[src/rtl/mbus_tx_arbiter_pkg.sv]
// Shared widths, counter size and FSM state encoding for the mbus TX arbiter.
// Widths default to the mbus address/data bus definitions.
package mbus_tx_arbiter_pkg;

    localparam int MBUS_ADDR_WIDTH = 32;
    localparam int MBUS_DATA_WIDTH = 32;
    localparam int CNT_WIDTH       = 10;

    typedef enum logic [2:0] {
        S_IDLE,
        S_REQ,
        S_ACKLO,
        S_NEXT,
        S_RESP,
        S_RACK
    } state_t;

endpackage

[src/rtl/mbus_tx_arbiter_rr_picker.sv]
// Combinational one-hot pick: priority requesters shadow the rest, round-robin from ptr_i.
// Zero latency; gnt_o is all-zero when no request is present.
module mbus_rr_picker #(
    parameter int N  = 4,
    parameter int PW = (N > 1) ? $clog2(N) : 1
) (
    input  logic [N-1:0]  req_i,
    input  logic [N-1:0]  prio_i,
    input  logic [PW-1:0] ptr_i,
    output logic [N-1:0]  gnt_o
);

    logic [N-1:0] hi;
    logic [N-1:0] cand;
    logic [N-1:0] upper;
    logic [N-1:0] sel;

    // Candidates at or above the pointer go first; otherwise wrap to the lowest index.
    always_comb begin
        hi    = req_i & prio_i;
        cand  = (|hi) ? hi : req_i;
        upper = cand & ~(({{(N-1){1'b0}}, 1'b1} << ptr_i) - {{(N-1){1'b0}}, 1'b1});
        sel   = (|upper) ? upper : cand;
        gnt_o = sel & (~sel + {{(N-1){1'b0}}, 1'b1});
    end

endmodule

[src/rtl/mbus_tx_arbiter.sv]
// Shares one mbus master-node TX port among NUM_REQ requesters for whole messages.
// VALID at edge k gives TX_REQ at k+1; requesters wait on the 4-phase REQ_ACK while the node stalls.
module mbus_tx_arbiter
    import mbus_tx_arbiter_pkg::*;
#(
    parameter int NUM_REQ      = 4,
    parameter int ADDR_WIDTH   = MBUS_ADDR_WIDTH,
    parameter int DATA_WIDTH   = MBUS_DATA_WIDTH,
    parameter int RESP_TIMEOUT = 1023
) (
    input  logic                          CLKIN,
    input  logic                          RESET,
    input  logic [NUM_REQ-1:0]            REQ_VALID,
    input  logic [NUM_REQ-1:0]            REQ_PRIORITY,
    input  logic [NUM_REQ-1:0]            REQ_PEND,
    input  logic [NUM_REQ*ADDR_WIDTH-1:0] REQ_ADDR,
    input  logic [NUM_REQ*DATA_WIDTH-1:0] REQ_DATA,
    output logic [NUM_REQ-1:0]            REQ_ACK,
    output logic [NUM_REQ-1:0]            REQ_SUCC,
    output logic [NUM_REQ-1:0]            REQ_FAIL,
    output logic [NUM_REQ-1:0]            GRANT,
    output logic [ADDR_WIDTH-1:0]         TX_ADDR,
    output logic [DATA_WIDTH-1:0]         TX_DATA,
    output logic                          TX_PEND,
    output logic                          TX_REQ,
    output logic                          PRIORITY,
    input  logic                          TX_ACK,
    input  logic                          TX_SUCC,
    input  logic                          TX_FAIL,
    output logic                          TX_RESP_ACK,
    output logic                          TIMEOUT_ERR
);

    localparam int IW = (NUM_REQ > 1) ? $clog2(NUM_REQ) : 1;

    state_t                 state_q;
    logic [NUM_REQ-1:0]     gnt_q, ack_q, succ_q, fail_q;
    logic [IW-1:0]          rr_q, rr_d;
    logic [CNT_WIDTH-1:0]   cnt_q, cnt_d;
    logic [ADDR_WIDTH-1:0]  addr_q;
    logic [DATA_WIDTH-1:0]  data_q;
    logic                   pend_q, prio_q, txreq_q, rack_q, terr_q;

    logic [NUM_REQ-1:0]     pick_gnt;
    logic [ADDR_WIDTH-1:0]  pick_addr;
    logic [DATA_WIDTH-1:0]  pick_data, own_data;
    logic [IW-1:0]          own_idx;
    logic                   pick_prio, pick_pend, own_pend, own_valid;

    mbus_rr_picker #(.N(NUM_REQ), .PW(IW)) u_picker (
        .req_i  (REQ_VALID),
        .prio_i (REQ_PRIORITY),
        .ptr_i  (rr_q),
        .gnt_o  (pick_gnt)
    );

    always_comb begin
        pick_addr = '0;
        pick_data = '0;
        own_data  = '0;
        own_idx   = '0;
        for (int i = 0; i < NUM_REQ; i++) begin
            if (pick_gnt[i]) begin
                pick_addr = REQ_ADDR[i*ADDR_WIDTH +: ADDR_WIDTH];
                pick_data = REQ_DATA[i*DATA_WIDTH +: DATA_WIDTH];
            end
            if (gnt_q[i]) begin
                own_data = REQ_DATA[i*DATA_WIDTH +: DATA_WIDTH];
                own_idx  = IW'(i);
            end
        end
        pick_prio = |(REQ_PRIORITY & pick_gnt);
        pick_pend = |(REQ_PEND & pick_gnt);
        own_pend  = |(REQ_PEND & gnt_q);
        own_valid = |(REQ_VALID & gnt_q);
        rr_d      = (own_idx == IW'(NUM_REQ - 1)) ? '0 : own_idx + IW'(1);
        cnt_d     = (cnt_q == '1) ? cnt_q : cnt_q + CNT_WIDTH'(1);
    end

    always_ff @(posedge CLKIN) begin
        if (RESET) begin
            state_q <= S_IDLE;
            gnt_q   <= '0;
            ack_q   <= '0;
            succ_q  <= '0;
            fail_q  <= '0;
            rr_q    <= '0;
            cnt_q   <= '0;
            addr_q  <= '0;
            data_q  <= '0;
            pend_q  <= 1'b0;
            prio_q  <= 1'b0;
            txreq_q <= 1'b0;
            rack_q  <= 1'b0;
            terr_q  <= 1'b0;
        end else begin
            succ_q <= '0;
            fail_q <= '0;
            case (state_q)
                S_IDLE: begin
                    if (|REQ_VALID) begin
                        gnt_q   <= pick_gnt;
                        prio_q  <= pick_prio;
                        addr_q  <= pick_addr;
                        data_q  <= pick_data;
                        pend_q  <= pick_pend;
                        txreq_q <= 1'b1;
                        state_q <= S_REQ;
                    end
                end
                S_REQ, S_ACKLO, S_NEXT: begin
                    // A bus abort ends the message wherever it is; the result is still acknowledged.
                    if (TX_FAIL) begin
                        txreq_q <= 1'b0;
                        ack_q   <= '0;
                        fail_q  <= gnt_q;
                        rack_q  <= 1'b1;
                        state_q <= S_RACK;
                    end else if (state_q == S_REQ) begin
                        if (TX_ACK) begin
                            txreq_q <= 1'b0;
                            ack_q   <= gnt_q;
                            state_q <= S_ACKLO;
                        end
                    end else if (state_q == S_ACKLO) begin
                        if (!TX_ACK && !own_valid) begin
                            ack_q <= '0;
                            if (pend_q) begin
                                state_q <= S_NEXT;
                            end else begin
                                cnt_q   <= '0;
                                state_q <= S_RESP;
                            end
                        end
                    end else if (own_valid) begin
                        data_q  <= own_data;
                        pend_q  <= own_pend;
                        txreq_q <= 1'b1;
                        state_q <= S_REQ;
                    end
                end
                S_RESP: begin
                    if (TX_SUCC || TX_FAIL) begin
                        rack_q <= 1'b1;
                        if (TX_FAIL) begin
                            fail_q <= gnt_q;
                        end else begin
                            succ_q <= gnt_q;
                        end
                        state_q <= S_RACK;
                    end else if (cnt_q == CNT_WIDTH'(RESP_TIMEOUT - 1)) begin
                        // Timed-out owner also gives up its round-robin turn.
                        fail_q  <= gnt_q;
                        terr_q  <= 1'b1;
                        gnt_q   <= '0;
                        rr_q    <= rr_d;
                        state_q <= S_IDLE;
                    end else begin
                        cnt_q <= cnt_d;
                    end
                end
                S_RACK: begin
                    if (!TX_SUCC && !TX_FAIL) begin
                        rack_q  <= 1'b0;
                        gnt_q   <= '0;
                        rr_q    <= rr_d;
                        state_q <= S_IDLE;
                    end
                end
                default: state_q <= S_IDLE;
            endcase
        end
    end

    assign REQ_ACK     = ack_q;
    assign REQ_SUCC    = succ_q;
    assign REQ_FAIL    = fail_q;
    assign GRANT       = gnt_q;
    assign TX_ADDR     = addr_q;
    assign TX_DATA     = data_q;
    assign TX_PEND     = pend_q;
    assign TX_REQ      = txreq_q;
    assign PRIORITY    = prio_q;
    assign TX_RESP_ACK = rack_q;
    assign TIMEOUT_ERR = terr_q;

endmodule

[config.mk]
export PLATFORM = sky130hd
export DESIGN_NAME = mbus_tx_arbiter
export DESIGN_NICKNAME = d
export VERILOG_FILES = /design/src/rtl/mbus_tx_arbiter_pkg.sv /design/src/rtl/mbus_tx_arbiter_rr_picker.sv /design/src/rtl/mbus_tx_arbiter.sv
export SDC_FILE = /design/constraint.sdc
export NUM_CORES = 1
export LEC_CHECK = 0
export ABC_AREA = 1
export BUFFER_PORTS_ARGS = -buffer_cell sky130_fd_sc_hd__buf_2
export CORE_AREA = 2 2 140 142
export DETAILED_ROUTE_END_ITERATION = 10
export DIE_AREA = 0 0 142 144
export GPL_TIMING_DRIVEN = 1
export PLACE_DENSITY = 0.73
export SYNTH_ARGS = -nofsm -noshare
export SYNTH_HDL_FRONTEND = slang
export SYNTH_SLANG_ARGS = --single-unit
[constraint.sdc]
create_clock -name CLKIN -period 4.1 [get_ports CLKIN]
set_input_delay 0.41 -clock CLKIN [delete_from_list [all_inputs] [get_ports CLKIN]]
set_output_delay 0.41 -clock CLKIN [all_outputs]
set_load 0.005 [all_outputs]
# Yosys cells after proc, flatten, opt, wreduce, memory -nomap -nowiden
# Index checks and enable logic that the tools add are counted.
[word_totals]
in_bits = 273
output_inout_bits = 85
ff_bits = 100
wordCells = 174
[op_classes]
muxes = 80
eq_ne = 30
add_sub_neg = 4
reduce_logical = 34
bitwise = 11
n_shift = 1
[ops]
columns = ["op", "n"]
rows = [
  ["32-bit two-way mux", 17],
  ["10-bit two-way mux", 8],
  ["32-bit one-hot mux with 2 select lines", 1],
  ["4-bit two-way mux", 14],
  ["3-bit two-way mux", 11],
  ["4-bit OR reduction", 8],
  ["2-bit inequality test (second input constant)", 15],
  ["4-bit bitwise AND", 7],
  ["10-bit equality test (second input constant)", 2],
  ["10-bit one-hot mux with 2 select lines", 1],
  ["1-bit two-way mux", 15],
  ["2-bit two-way mux", 6],
  ["4-bit inequality test (second input constant)", 3],
  ["3-bit one-hot mux with 4 select lines", 1],
  ["4-bit one-hot mux with 3 select lines", 1],
  ["4-bit AND reduction", 3],
  ["6-bit AND reduction", 2],
  ["3-bit nonzero test", 4],
  ["10-bit by 1-bit adder with 10-bit output (second input constant)", 1],
  ["5-bit inequality test (second input constant)", 2],
  ["5-bit AND reduction", 2],
  ["9-bit AND reduction", 1],
  ["4-bit inverter", 2],
  ["4-bit one-hot mux with 2 select lines", 1],
  ["21 further kinds", 32],
]

# Longest topological paths before layout
[logic_depth]
word_depth = 15
depth_mapped = 18
mapped_depth_nobuf = 16

# By module
# From an unflattened synthesis, not the netlist that was laid out.
[hier_totals]
cells_unflattened = 1247
area_unflattened_um2 = 7378.3
[modules_own_cells]
columns = ["mod", "seq_area_each_um2", "area_per_inst_um2", "instances", "cells_each"]
rows = [
  ["mbus_tx_arbiter", 2001.9, 7205.7, 1, 1212],
  ["mbus_rr_picker", 0.0, 172.7, 1, 35],
]

# Worst setup path before layout
# OpenSTA, ideal clock, no wires.
[synth_path]
kind = "input-to-reg"
startpoint = "in REQ_PRIORITY[2]"
endpoint = "reg data_q[22], in the netlist TX_DATA[22]"
setup_time_ns = 0.132
stages = 16
slack_ns = 2.088
t_required_ns = 3.968
arrival_ns = 1.880
cell_sequence = "nand2_1 > nand2_2 > nor2_4 > nand2_2 > nand3_2 > nand2_2 > nor2_4 > nand2_4 > buf_2 > buf_4 > nand3_1 > nand2_1 > nor2_1 > nand3_1 > nand2_1 > a21oi_1"
[synth_between]
elab_chain_cells = 15
[synth_rtl]
columns = ["item", "line_no", "source"]
rows = [
  ["from (decl)", "mbus_tx_arbiter.sv:14", "input logic [NUM_REQ-1:0] REQ_PRIORITY,"],
  ["4-bit bitwise AND *", "mbus_tx_arbiter_rr_picker.sv:20", "hi = req_i & prio_i;"],
  ["4-bit OR reduction", "mbus_tx_arbiter_rr_picker.sv:21", "cand = (|hi) ? hi : req_i;"],
  ["4-bit two-way mux *", "mbus_tx_arbiter_rr_picker.sv:21", ""],
  ["4-bit bitwise AND", "mbus_tx_arbiter_rr_picker.sv:22", "upper = cand & ~(({{(N-1){1'b0}}, 1'b1} << ptr_i) - {{(N-1){1'b0}}, 1'b1});"],
  ["4-bit OR reduction", "mbus_tx_arbiter_rr_picker.sv:23", "sel = (|upper) ? upper : cand;"],
  ["4-bit two-way mux *", "mbus_tx_arbiter_rr_picker.sv:23", ""],
  ["4-bit inverter", "mbus_tx_arbiter_rr_picker.sv:24", "gnt_o = sel & (~sel + {{(N-1){1'b0}}, 1'b1});"],
  ["4-bit by 1-bit adder with 4-bit output", "mbus_tx_arbiter_rr_picker.sv:24", ""],
  ["4-bit bitwise AND *", "mbus_tx_arbiter_rr_picker.sv:24", ""],
  ["32-bit two-way mux (3 in a row)", "mbus_tx_arbiter.sv:63", "if (pick_gnt[i]) begin"],
  ["32-bit two-way mux *", "mbus_tx_arbiter.sv:63", ""],
  ["32-bit two-way mux *", "mbus_tx_arbiter.sv:101", "if (|REQ_VALID) begin"],
  ["32-bit one-hot mux with 2 select lines *", "mbus_tx_arbiter.sv:99", "case (state_q)"],
  ["to (signal assigned)", "mbus_tx_arbiter.sv:105", "data_q <= pick_data;"],
  ["to (signal assigned)", "mbus_tx_arbiter.sv:136", "data_q <= own_data;"],
  ["to (decl)", "mbus_tx_arbiter.sv:41", "logic [DATA_WIDTH-1:0] data_q;"],
]
# Mark *: on every way between the ends. The rest lies on a longest branch, timed or not. The select of a mux whose other input is x is not followed.
# A chain may end at the register's enable or synchronous reset.

# Worst setup path in the final report
[layout_path]
startpoint = "in REQ_VALID[2]"
endpoint = "reg addr_q[29], in the netlist TX_ADDR[29]"
[layout_between]
elab_chain_cells = 13
elab_cells_between_ends = 15
[layout_rtl]
columns = ["item", "line_no", "source"]
rows = [
  ["from (decl)", "mbus_tx_arbiter.sv:13", "input logic [NUM_REQ-1:0] REQ_VALID,"],
  ["4-bit bitwise AND", "mbus_tx_arbiter_rr_picker.sv:20", ""],
  ["4-bit OR reduction", "mbus_tx_arbiter_rr_picker.sv:21", ""],
  ["4-bit two-way mux", "mbus_tx_arbiter_rr_picker.sv:21", ""],
  ["4-bit bitwise AND", "mbus_tx_arbiter_rr_picker.sv:22", ""],
  ["4-bit OR reduction", "mbus_tx_arbiter_rr_picker.sv:23", ""],
  ["4-bit two-way mux", "mbus_tx_arbiter_rr_picker.sv:23", ""],
  ["4-bit inverter", "mbus_tx_arbiter_rr_picker.sv:24", ""],
  ["4-bit by 1-bit adder with 4-bit output", "mbus_tx_arbiter_rr_picker.sv:24", ""],
  ["4-bit bitwise AND", "mbus_tx_arbiter_rr_picker.sv:24", ""],
  ["32-bit two-way mux (4 in a row)", "mbus_tx_arbiter.sv:63", ""],
  ["to (signal assigned)", "mbus_tx_arbiter.sv:104", "addr_q <= pick_addr;"],
  ["to (decl)", "mbus_tx_arbiter.sv:40", "logic [ADDR_WIDTH-1:0] addr_q;"],
]
# Several ways; a longest one is shown, not always the timed one.

==> qor.csv <==
metric;value;unit
drc violations;0;
Pre-antenna DRT Iters;7;
CTS root buf;clkbuf_16;
Main synth FF type;dfxtp_1;
Sw Share;48.7;%
yosys warns;0;
clock power share;17.4;%
pwr dens;577;mW/mm²
post-CTS setup buffer count;0;
critical path's largest stage delay;0.54;ns
Place WS;0.834;ns
first-pass GRT wire length;46100;µm
largest net degree at the start of global routing;100;
Mapped Avg Cell Area;6.01;µm²
register area share after synthesis;26.3;%
number of nets in the layout;1826;
non-filler cells, final;1795;
endpoints failing setup;0;
Fin Clk Skew;0.0165;ns
vias per cell;5.59;
vias;10000;
CTS H-tree lvls;3;
status;complete, no violations;
FILL cells;2013;
CTS resizes;0;
Area after DPL;0.00936;mm²
GPL Wtd Cong;0.909;
Slew @ Worst Pin;0.888;ns
Skew-Pair Late Insertion Delay;0.36;ns
top cells by area, synth;dfxtp_1 26%, nand3_1 14%, nand2_1 9.9%;
setup TNS;0;ns
count of cell types in the netlist;40;
P_int;2.87;mW
Max-slew headroom;40.8;%
Placed Cells incl. Taps;1778;
Clock Sinks;100;
MaxCap Viol Count;0;
# IOs;358;
Synth top cells by count;217 x nand3_1, 201 x nand2_1, 154 x nor2_1;
Syn Nets;1541;
Hold WC Path Type;input pin to register;
CP dominant cell by count;nand2_1;
worst-path cell chain;buf_2, nand2_1, nand2_2, nor2_4, nand2_1, nand2_1, nand2_1, nand2_2, nor2_4, nand2_2, nand2_4, nor2_8, nand3_4, nor2_1, o21ai_1, a21oi_1;
initial antenna violation count;1;
# rows;51;
Total GRT Usage;28.5;%
maximum clock path buffer count;2;
hold buffers post-CTS;0;
crit path launch type;input pin;
top-count cell post-synth;nand3_1;
Die Span Y;144;µm
Design Area, Final;0.00969;mm²
Port Buf Inserts;357;
Max Slew Vio Count;0;
asr flop ratio synth;0;%
leakage;4.79;nW
total routed wirelength;31000;µm
Setup crit end kind;register;
Util after Layout;50.8;%
die area;0.0204;mm²
post-DR wirelength/cell;17.3;µm
Seq pwr share;24.9;%
Min Hold Slack;0.412;ns
CTS tree;built;
Crit-path slowest cell;nand3_4;
maximum clock frequency;344;MHz
Tot Pwr;5.59;mW
total CTS buffers;9;
Peak supply drop;0.000303;V
hpwl dp;21800;µm
CP max FO;42;
Logic pwr share;57.7;%
Hold Fails Final Rpt;0;
Initial Util;39.9;%
Psw;2.72;mW
RSZ-0062 raised after global routing;false;
Post-synth EDFFs;0;
final setup margin;1.19;ns
crit path time final;2.91;ns
area grow syn2layout;27.3;%
Core ar.;0.0191;mm²
post-synthesis register bit count;100;
WS Path Type;input pin to register;
Post-Syn Area;0.00761;mm²
number of global-route vias before repair;9100;
die width;142;µm
clk slew on worst S/H paths;0.08;ns
Synth area leader;dfxtp_1;
share of the synthesized area in the top cell type;26.3;%
initial detailed-routing violation count;780;
fin crit share;70.9;%
Cells after Synth;1266;
aggregate global routing overflow;0;
ANT nets after route;0;
WP data required;4.39;ns
Worst Path Arrival;3.20;ns
proportion of layout cells with a drive suffix above 1;27.1;%
==> layout make-up <==
| class | instances | area, µm² | area share, % |
|---|---|---|---|
| clock inverters | 7 | 105 | 1.08 |
| inverters | 113 | 424 | 4.38 |
| well taps | 238 | 298 | 3.07 |
| flip-flops and latches | 100 | 2000 | 20.7 |
| repair buffers | 375 | 1920 | 19.8 |
| clock buffers | 9 | 225 | 2.32 |
| multi-input cells | 952 | 4710 | 48.6 |
| diodes | 1 | 2.50 | 0.0258 |
==> cell usage in the layout (no fill, tap or decap), types with 2 or more instances in the layout <==
master     count
nor4_1         3
nand2_2        9
nand3_1      217
dfxtp_1      100
inv_2          4
o31ai_1        3
o21ai_1       42
nand3_4        2
nor3_1         9
o2111ai_1     24
bufinv_16      2
xor2_1         3
o22ai_1        6
clkbuf_16      9
o21ai_0       76
nand4_1       72
buf_4         18
buf_2        357
clkinv_1       2
inv_1        107
nor2_4         3
nor2_1       152
nand2_1      199
a21oi_1      113
nor2_2         3
nand2_4        2
inv_6          2
ha_1           2
==> state kept, by name, indices dropped and copies added, names as in the netlist <==
| name | count |
|---|---|
| TX_ADDR | 32 |
| state_q | 3 |
| cnt_q | 10 |
| PRIORITY | 1 |
| TX_REQ | 1 |
| rr_q | 2 |
| REQ_SUCC | 4 |
| TX_RESP_ACK | 1 |
| REQ_FAIL | 4 |
| GRANT | 4 |
| TIMEOUT_ERR | 1 |
| TX_DATA | 32 |
| TX_PEND | 1 |
| REQ_ACK | 4 |
==> final timing paths <==
check                           cells past startpoint                        to                startpoint  slack (ns)
worst max-delay path                               16  TX_ADDR[29]$_SDFFE_PP0P_              REQ_VALID[2]        1.19
worst min-delay path                                5  TX_ADDR[17]$_SDFFE_PP0P_             REQ_ADDR[113]        0.41
worst max register to register                      9   TX_ADDR[4]$_SDFFE_PP0P_     cnt_q[5]$_SDFFE_PP0P_        1.24
worst min register to register                      2  TX_DATA[20]$_SDFFE_PP0P_  TX_DATA[20]$_SDFFE_PP0P_        0.46
==> cells by family (layout without fill, tap and decap cells) <==
| family | after synthesis | in the layout | share of synthesized area [%] |
|---|---|---|---|
| AND/OR/NAND/NOR | 677 | 677 | 41.4 |
| AO/OA/AOI/OAI | 269 | 269 | 19.4 |
| buffers and inverters | 214 | 504 | 12.0 |
| flip-flops | 100 | 100 | 26.3 |
| XOR/XNOR | 4 | 4 | 0.460 |
| adder cells (fa/ha/maj) | 2 | 2 | 0.329 |
| other | 0 | 1 | 0 |
==> power groups by stage <==
stage | clock network (mW) | logic [mW] | registers (mW)
floorplan | 0 | 2.25 | 1.39
global placement | 0 | 3.15 | 1.41
detailed placement | 0 | 3.20 | 1.41
CTS | 0.995 | 3.21 | 1.39
global route | 1.03 | 3.61 | 1.41
finish | 0.972 | 3.23 | 1.39
==> critical path: cells and delay by family <==
kind,cells,cell delay [ns]
compound gates,2,0.24
buf+inv,1,0.11
simple gates,13,2.39
==> per-layer routing <==
layer  GRT usage, %  part of all wire, %
met1           32.5                   38
met3           4.93                  8.7
met4           16.3                  4.5
met2           50.3                   48
met5              0                0.042
Note: power is estimated with default switching activity, not from simulation.
